File: src/rtl/input_shift_sequencer_if.sv
// rtl/input_shift_sequencer_if.sv - control/handshake bundle between sequencer and its environment
interface input_shift_sequencer_if #(
  parameter int CNT_W = 3
);
  logic             frame_start_i;
  logic             sample_strobe_i;
  logic             abort_i;
  logic             word_ready_i;
  logic             overrun_clr_i;
  logic             shift_en_o;
  logic             clear_en_o;
  logic             word_valid_o;
  logic             busy_o;
  logic             overrun_o;
  logic [CNT_W-1:0] sample_count_o;

  modport master (
    output frame_start_i, sample_strobe_i, abort_i, word_ready_i, overrun_clr_i,
    input  shift_en_o, clear_en_o, word_valid_o, busy_o, overrun_o, sample_count_o
  );

  modport slave (
    input  frame_start_i, sample_strobe_i, abort_i, word_ready_i, overrun_clr_i,
    output shift_en_o, clear_en_o, word_valid_o, busy_o, overrun_o, sample_count_o
  );
endinterface

File: src/rtl/input_shift_sequencer.sv
// rtl/input_shift_sequencer.sv - frames capture words for the input bit shifter
module input_shift_sequencer #(
  parameter int SHIFT_DEPTH = 4,
  parameter int SHIFT_WIDTH = 4,
  parameter int CNT_W       = $clog2(SHIFT_DEPTH + 1)
) (
  input  logic                  clk,
  input  logic                  async_rst_n,
  input  logic                  clk_en,
  input_shift_sequencer_if.slave bus
);

  if (SHIFT_DEPTH < 2 || SHIFT_WIDTH < 1) begin : g_param_check
    $error("input_shift_sequencer: SHIFT_DEPTH must be >= 2 and SHIFT_WIDTH >= 1");
  end

  localparam logic [CNT_W-1:0] LAST_IDX = CNT_W'(SHIFT_DEPTH - 1);

  typedef enum logic [1:0] {
    IDLE    = 2'd0,
    CLEAR   = 2'd1,
    CAPTURE = 2'd2,
    PRESENT = 2'd3
  } state_t;

  state_t           state_q, state_d;
  logic [CNT_W-1:0] count_q, count_d;
  logic             overrun_q, overrun_d;
  logic             word_valid_q, word_valid_d;
  logic             shift_en, clear_en;

  always_ff @(posedge clk or negedge async_rst_n) begin
    if (!async_rst_n) begin
      state_q      <= IDLE;
      count_q      <= '0;
      overrun_q    <= 1'b0;
      word_valid_q <= 1'b0;
    end else begin
      state_q      <= state_d;
      count_q      <= count_d;
      overrun_q    <= overrun_d;
      word_valid_q <= word_valid_d;
    end
  end

  always_comb begin
    state_d   = state_q;
    count_d   = count_q;
    overrun_d = overrun_q;
    shift_en  = 1'b0;
    clear_en  = 1'b0;
    if (clk_en) begin
      case (state_q)
        IDLE: begin
          if (!bus.abort_i && bus.frame_start_i) state_d = CLEAR;
        end
        CLEAR: begin
          clear_en = 1'b1;
          count_d  = '0;
          state_d  = CAPTURE;
        end
        CAPTURE: begin
          if (bus.abort_i) begin
            state_d = IDLE;
            count_d = '0;
          end else if (bus.frame_start_i) begin
            state_d = CLEAR;
            count_d = '0;
          end else if (bus.sample_strobe_i) begin
            shift_en = 1'b1;
            count_d  = count_q + CNT_W'(1);
            if (count_q == LAST_IDX) state_d = PRESENT;
          end
        end
        PRESENT: begin
          if (bus.abort_i) begin
            state_d = IDLE;
            count_d = '0;
          end else if (bus.word_ready_i) begin
            state_d = bus.frame_start_i ? CLEAR : IDLE;
            count_d = '0;
          end
        end
        default: begin
          state_d = IDLE;
          count_d = '0;
        end
      endcase
      // A strobe while the word is held is lost; the set outranks a same-cycle clear.
      if (state_q == PRESENT && bus.sample_strobe_i) overrun_d = 1'b1;
      else if (bus.overrun_clr_i)                    overrun_d = 1'b0;
    end
    word_valid_d = (state_d == PRESENT);
  end

  assign bus.shift_en_o     = shift_en;
  assign bus.clear_en_o     = clear_en;
  assign bus.word_valid_o   = word_valid_q;
  assign bus.busy_o         = (state_q != IDLE);
  assign bus.overrun_o      = overrun_q;
  assign bus.sample_count_o = count_q;

endmodule

File: src/flat_wrapper.sv
// flat-port wrapper written by rule: the top's interface ports become plain ports
module input_shift_sequencer_flat 
#(
  parameter int SHIFT_DEPTH = 4,
  parameter int SHIFT_WIDTH = 4,
  parameter int CNT_W       = $clog2(SHIFT_DEPTH + 1)
)
  (clk, async_rst_n, clk_en, bus_frame_start_i, bus_sample_strobe_i, bus_abort_i, bus_word_ready_i, bus_overrun_clr_i, bus_shift_en_o, bus_clear_en_o, bus_word_valid_o, bus_busy_o, bus_overrun_o, bus_sample_count_o);
  input_shift_sequencer_if #(.CNT_W(CNT_W)) bus_i ();
  input  logic clk;
  input  logic async_rst_n;
  input  logic clk_en;
  input wire logic [$bits(bus_i.frame_start_i)-1:0] bus_frame_start_i;
  input wire logic [$bits(bus_i.sample_strobe_i)-1:0] bus_sample_strobe_i;
  input wire logic [$bits(bus_i.abort_i)-1:0] bus_abort_i;
  input wire logic [$bits(bus_i.word_ready_i)-1:0] bus_word_ready_i;
  input wire logic [$bits(bus_i.overrun_clr_i)-1:0] bus_overrun_clr_i;
  output wire logic [$bits(bus_i.shift_en_o)-1:0] bus_shift_en_o;
  output wire logic [$bits(bus_i.clear_en_o)-1:0] bus_clear_en_o;
  output wire logic [$bits(bus_i.word_valid_o)-1:0] bus_word_valid_o;
  output wire logic [$bits(bus_i.busy_o)-1:0] bus_busy_o;
  output wire logic [$bits(bus_i.overrun_o)-1:0] bus_overrun_o;
  output wire logic [$bits(bus_i.sample_count_o)-1:0] bus_sample_count_o;
  assign bus_i.frame_start_i = bus_frame_start_i;
  assign bus_i.sample_strobe_i = bus_sample_strobe_i;
  assign bus_i.abort_i = bus_abort_i;
  assign bus_i.word_ready_i = bus_word_ready_i;
  assign bus_i.overrun_clr_i = bus_overrun_clr_i;
  assign bus_shift_en_o = bus_i.shift_en_o;
  assign bus_clear_en_o = bus_i.clear_en_o;
  assign bus_word_valid_o = bus_i.word_valid_o;
  assign bus_busy_o = bus_i.busy_o;
  assign bus_overrun_o = bus_i.overrun_o;
  assign bus_sample_count_o = bus_i.sample_count_o;
  input_shift_sequencer #(.SHIFT_DEPTH(SHIFT_DEPTH), .SHIFT_WIDTH(SHIFT_WIDTH), .CNT_W(CNT_W)) u_core (.clk(clk), .async_rst_n(async_rst_n), .clk_en(clk_en), .bus(bus_i));
endmodule
File: config.mk
export PLATFORM = sky130hd
export DESIGN_NAME = input_shift_sequencer_flat
export DESIGN_NICKNAME = d
export VERILOG_FILES = /design/src/rtl/input_shift_sequencer_if.sv /design/src/rtl/input_shift_sequencer.sv /design/src/flat_wrapper.sv
export SDC_FILE = /design/constraint.sdc
export NUM_CORES = 1
export LEC_CHECK = 0
export BUFFER_PORTS_ARGS = -buffer_cell sky130_fd_sc_hd__buf_4
export CORE_AREA = 2 2 39 41
export CTS_BUF_LIST = sky130_fd_sc_hd__clkbuf_4
export CTS_CLUSTER_DIAMETER = 60
export DETAILED_ROUTE_END_ITERATION = 12
export DIE_AREA = 0 0 41 43
export GPL_TIMING_DRIVEN = 0
export SLEW_MARGIN = 15
export SYNTH_ARGS = -nofsm -noshare
export SYNTH_HDL_FRONTEND = slang
export SYNTH_SLANG_ARGS = --single-unit
File: constraint.sdc
create_clock -name clk -period 1.55 [get_ports clk]
set_clock_uncertainty 0.1 [all_clocks]
set_input_delay 0.31 -clock clk [delete_from_list [all_inputs] [get_ports clk]]
set_output_delay 0.31 -clock clk [all_outputs]
set_load 0.05 [all_outputs]
==> flow_summary.toml <==
[detailed_routing]
vias = 403
dr.pass1.iters = 2
ant_nets = 0
wl_per_cell_um = 11.7
drc = 0
drt_wl_total_um = 986
drtIter0Drc = 4
viasPerCell = 4.80

[clock_tree]
cts_max_level = 1
cts.clk_slew.worst_paths_ns = 0.05
cts_buffer_depth = 2
insertion_delay_ns = 0.25
cts_tree = "built"
cts-buffers-inserted = 3
cts.sinks = 7
cts-root-buf = "clkbuf_4"

[global_routing]
grt_use_total = 0.137
grt_pass1_wl_mm = 1.50
grt_pass1_vias = 377
grt_max_degree = 8
overflow = 0
antenna_found_initial = 0

[placement]
hpwl_um = 699
portBuffers = 15
place_ws_ns = -0.224
place_congestion = 0.706
placed_cell_area_um2 = 542

[timing]
worst_slew_pin_slew_ns = 0.290
drv_slew = 0
rsz0062_at_grt = "true"
finalHoldViolCount = 0
period_share = 1.12
slew_headroom = 0.805
setup_ws_ns = -0.192
final.setup.tns_ns = -0.387
fmax_mhz = 574
fin_crit_ns = 1.74
setup_violations = 4

[yosys]
yosysMostFrequentCell = "dfrtp_1"
synth_top_area_cell = "dfrtp_1"
synth_commonest_cells = "7 x dfrtp_1, 6 x nand2_1, 4 x o21ai_1"
syn_inst = 41
synth_compound_area_frac = 0.208
synth-seq-area-share = 0.435
synthAdderAreaFrac = 0.0621
syn-cell-area_um2 = 403
synth_top_family_by_area = "simple AND/OR/NAND/NOR gates"
syn_nets = 51
synthXorXnorAreaFrac = 0
yosys.area_share.simple = 0.224
muxShareOfSynthArea = 0.0248
ys_top_cells_by_area = "dfrtp_1 43%, ha_1 6.2%, nand2_1 5.6%"
synthFlopType = "dfrtp_1"
ys_seq_elements = 7
yosys_warnings = 0
async_flop_share = 1.00
synth_cell_types = 21
synth_edf_count = 0
synth_top_cell_area_share = 0.435
synth.avg_cell_area_um2 = 9.83

[pwr]
power_leakage_uw = 0.000320
powerDensity_nw_per_um2 = 990
irDropWorstVdd_v = 0.000447

[die]
rows = 14
dieArea_um2 = 1760
start_util = 0.291
ios = 16
die_x_um = 41
coreArea_um2 = 1380
die_h_um = 43

[final_layout]
final_nets = 79
area_growth_pct = 69.6
drive_above_1_share = 0.662
final_core_util = 0.494
num_antenna_cells = 0
stdcell_area_um2 = 683

[critical_path]
path_delay_family = "simple AND/OR/NAND/NOR gates"
critPathKind = "reg2out"
cp_data_required_time_ns = 1.14
endpoint_kind = "output pin"
cp-start-kind = "register"
path_buf_inv = 1
cp_max_fo = 2
crit_chain = "or3_4 > nor3_4 > buf_6"
slowest_stage = "dfrtp_2"
crit_arrival_ns = 1.33
slowest_delay_ns = 0.41

[min_path]
hp-class = "in2reg"

[job]
drv_cap = 0

[status]
status = "finished, violations left"
violations = "setup timing"
## final cells by class
cell class | count | area [µm²]
Multi-Input combinational cell | 29 | 238
Clock buffer | 4 | 30.0
Tap cell | 16 | 20.0
Inverter | 5 | 21.3
Timing Repair Buffer | 23 | 194
Sequential cell | 7 | 180
Fill cell | 139 | 701
## cells by family after synthesis
kind of cell,after synthesis
AND/OR/NAND/NOR,16
AO/OA/AOI/OAI,10
flip-flops,7
buffers and inverters,5
adder cells (fa/ha/maj),2
multiplexers,1
## worst reg2reg max path, delay by kind of cell (launching register included)
kind            cells  cell delay (ns)
compound gates      2             0.48
flops               1             0.41
simple gates        1             0.18
buf+inv             3             0.33
## layer usage
metal / vias up / GRT usage / share of wire
met4: 0 / 0.140 / 0.043
li1: 201 / - / -
met5: - / 0 / 0
met3: 4 / 0.0157 / 0.043
met2: 10 / 0.213 / 0.53
met1: 188 / 0.144 / 0.38
## flip-flops by register name (all words and copies together) (netlist names)
| name | count |
|---|---|
| u_core.state_q | 2 |
| u_core.bus.sample_count_o | 3 |
| u_core.bus.overrun_o | 1 |
| u_core.bus.word_valid_o | 1 |
## power breakdown
part / internal (µW) / switching (µW) / total (µW)
Sequential: 206 / 17.6 / 223
Combinational: 117 / 157 / 274
Clock: 115 / 63.3 / 179
Total: 438 / 238 / 676
## path summary, 6_finish.rpt
check / start / end / slack [ns] / depth (start not counted)
worst max-delay path: u_core.state_q[0] / bus_shift_en_o / -0.19 / 3
worst min-delay path: bus_overrun_clr_i / u_core.bus.overrun_o / 0.24 / 4
worst max register to register: u_core.state_q[0] / u_core.bus.word_valid_o / 0 / 6
worst min register to register: u_core.bus.overrun_o / u_core.bus.overrun_o / 0.40 / 2
max in group asynchronous: async_rst_n / u_core.state_q[0] / 0.91 / 2
min in group asynchronous: async_rst_n / u_core.bus.sample_count_o[2] / 0.31 / 2
## per-stage QoR
stage / hold slack (ns) / std cells / power, µW
6_report: 0.240 / 84 / 676
3_5_place_dp: 0.0270 / 72 / 438
3_3_place_gp: 0.0262 / 72 / 435
5_1_grt: 0.243 / 84 / 722
4_1_cts: 0.190 / 79 / 645
2_1_floorplan: -0.0856 / 41 / 368
## cell usage in the layout, fill, tap and decap left out, types with 2 or more instances in the layout
master and n:
buf_4 18, inv_2 2, clkbuf_4 4, inv_1 2
dfrtp_2 4, nand2_1 5, nor2_1 2, dfrtp_1 3
o21ai_1 4, buf_6 3
## what timing repair did
action / CTS / global route
resized for setup: 6 / 9
pin swaps: 2 / 4
hold buffers: 1 / 0
setup endpoints to repair: 3 / 4
buffers inserted: 2 / 5
endpoints found under the hold margin: 7 / 0
No activity file was read; power rests on OpenSTA's default activity.
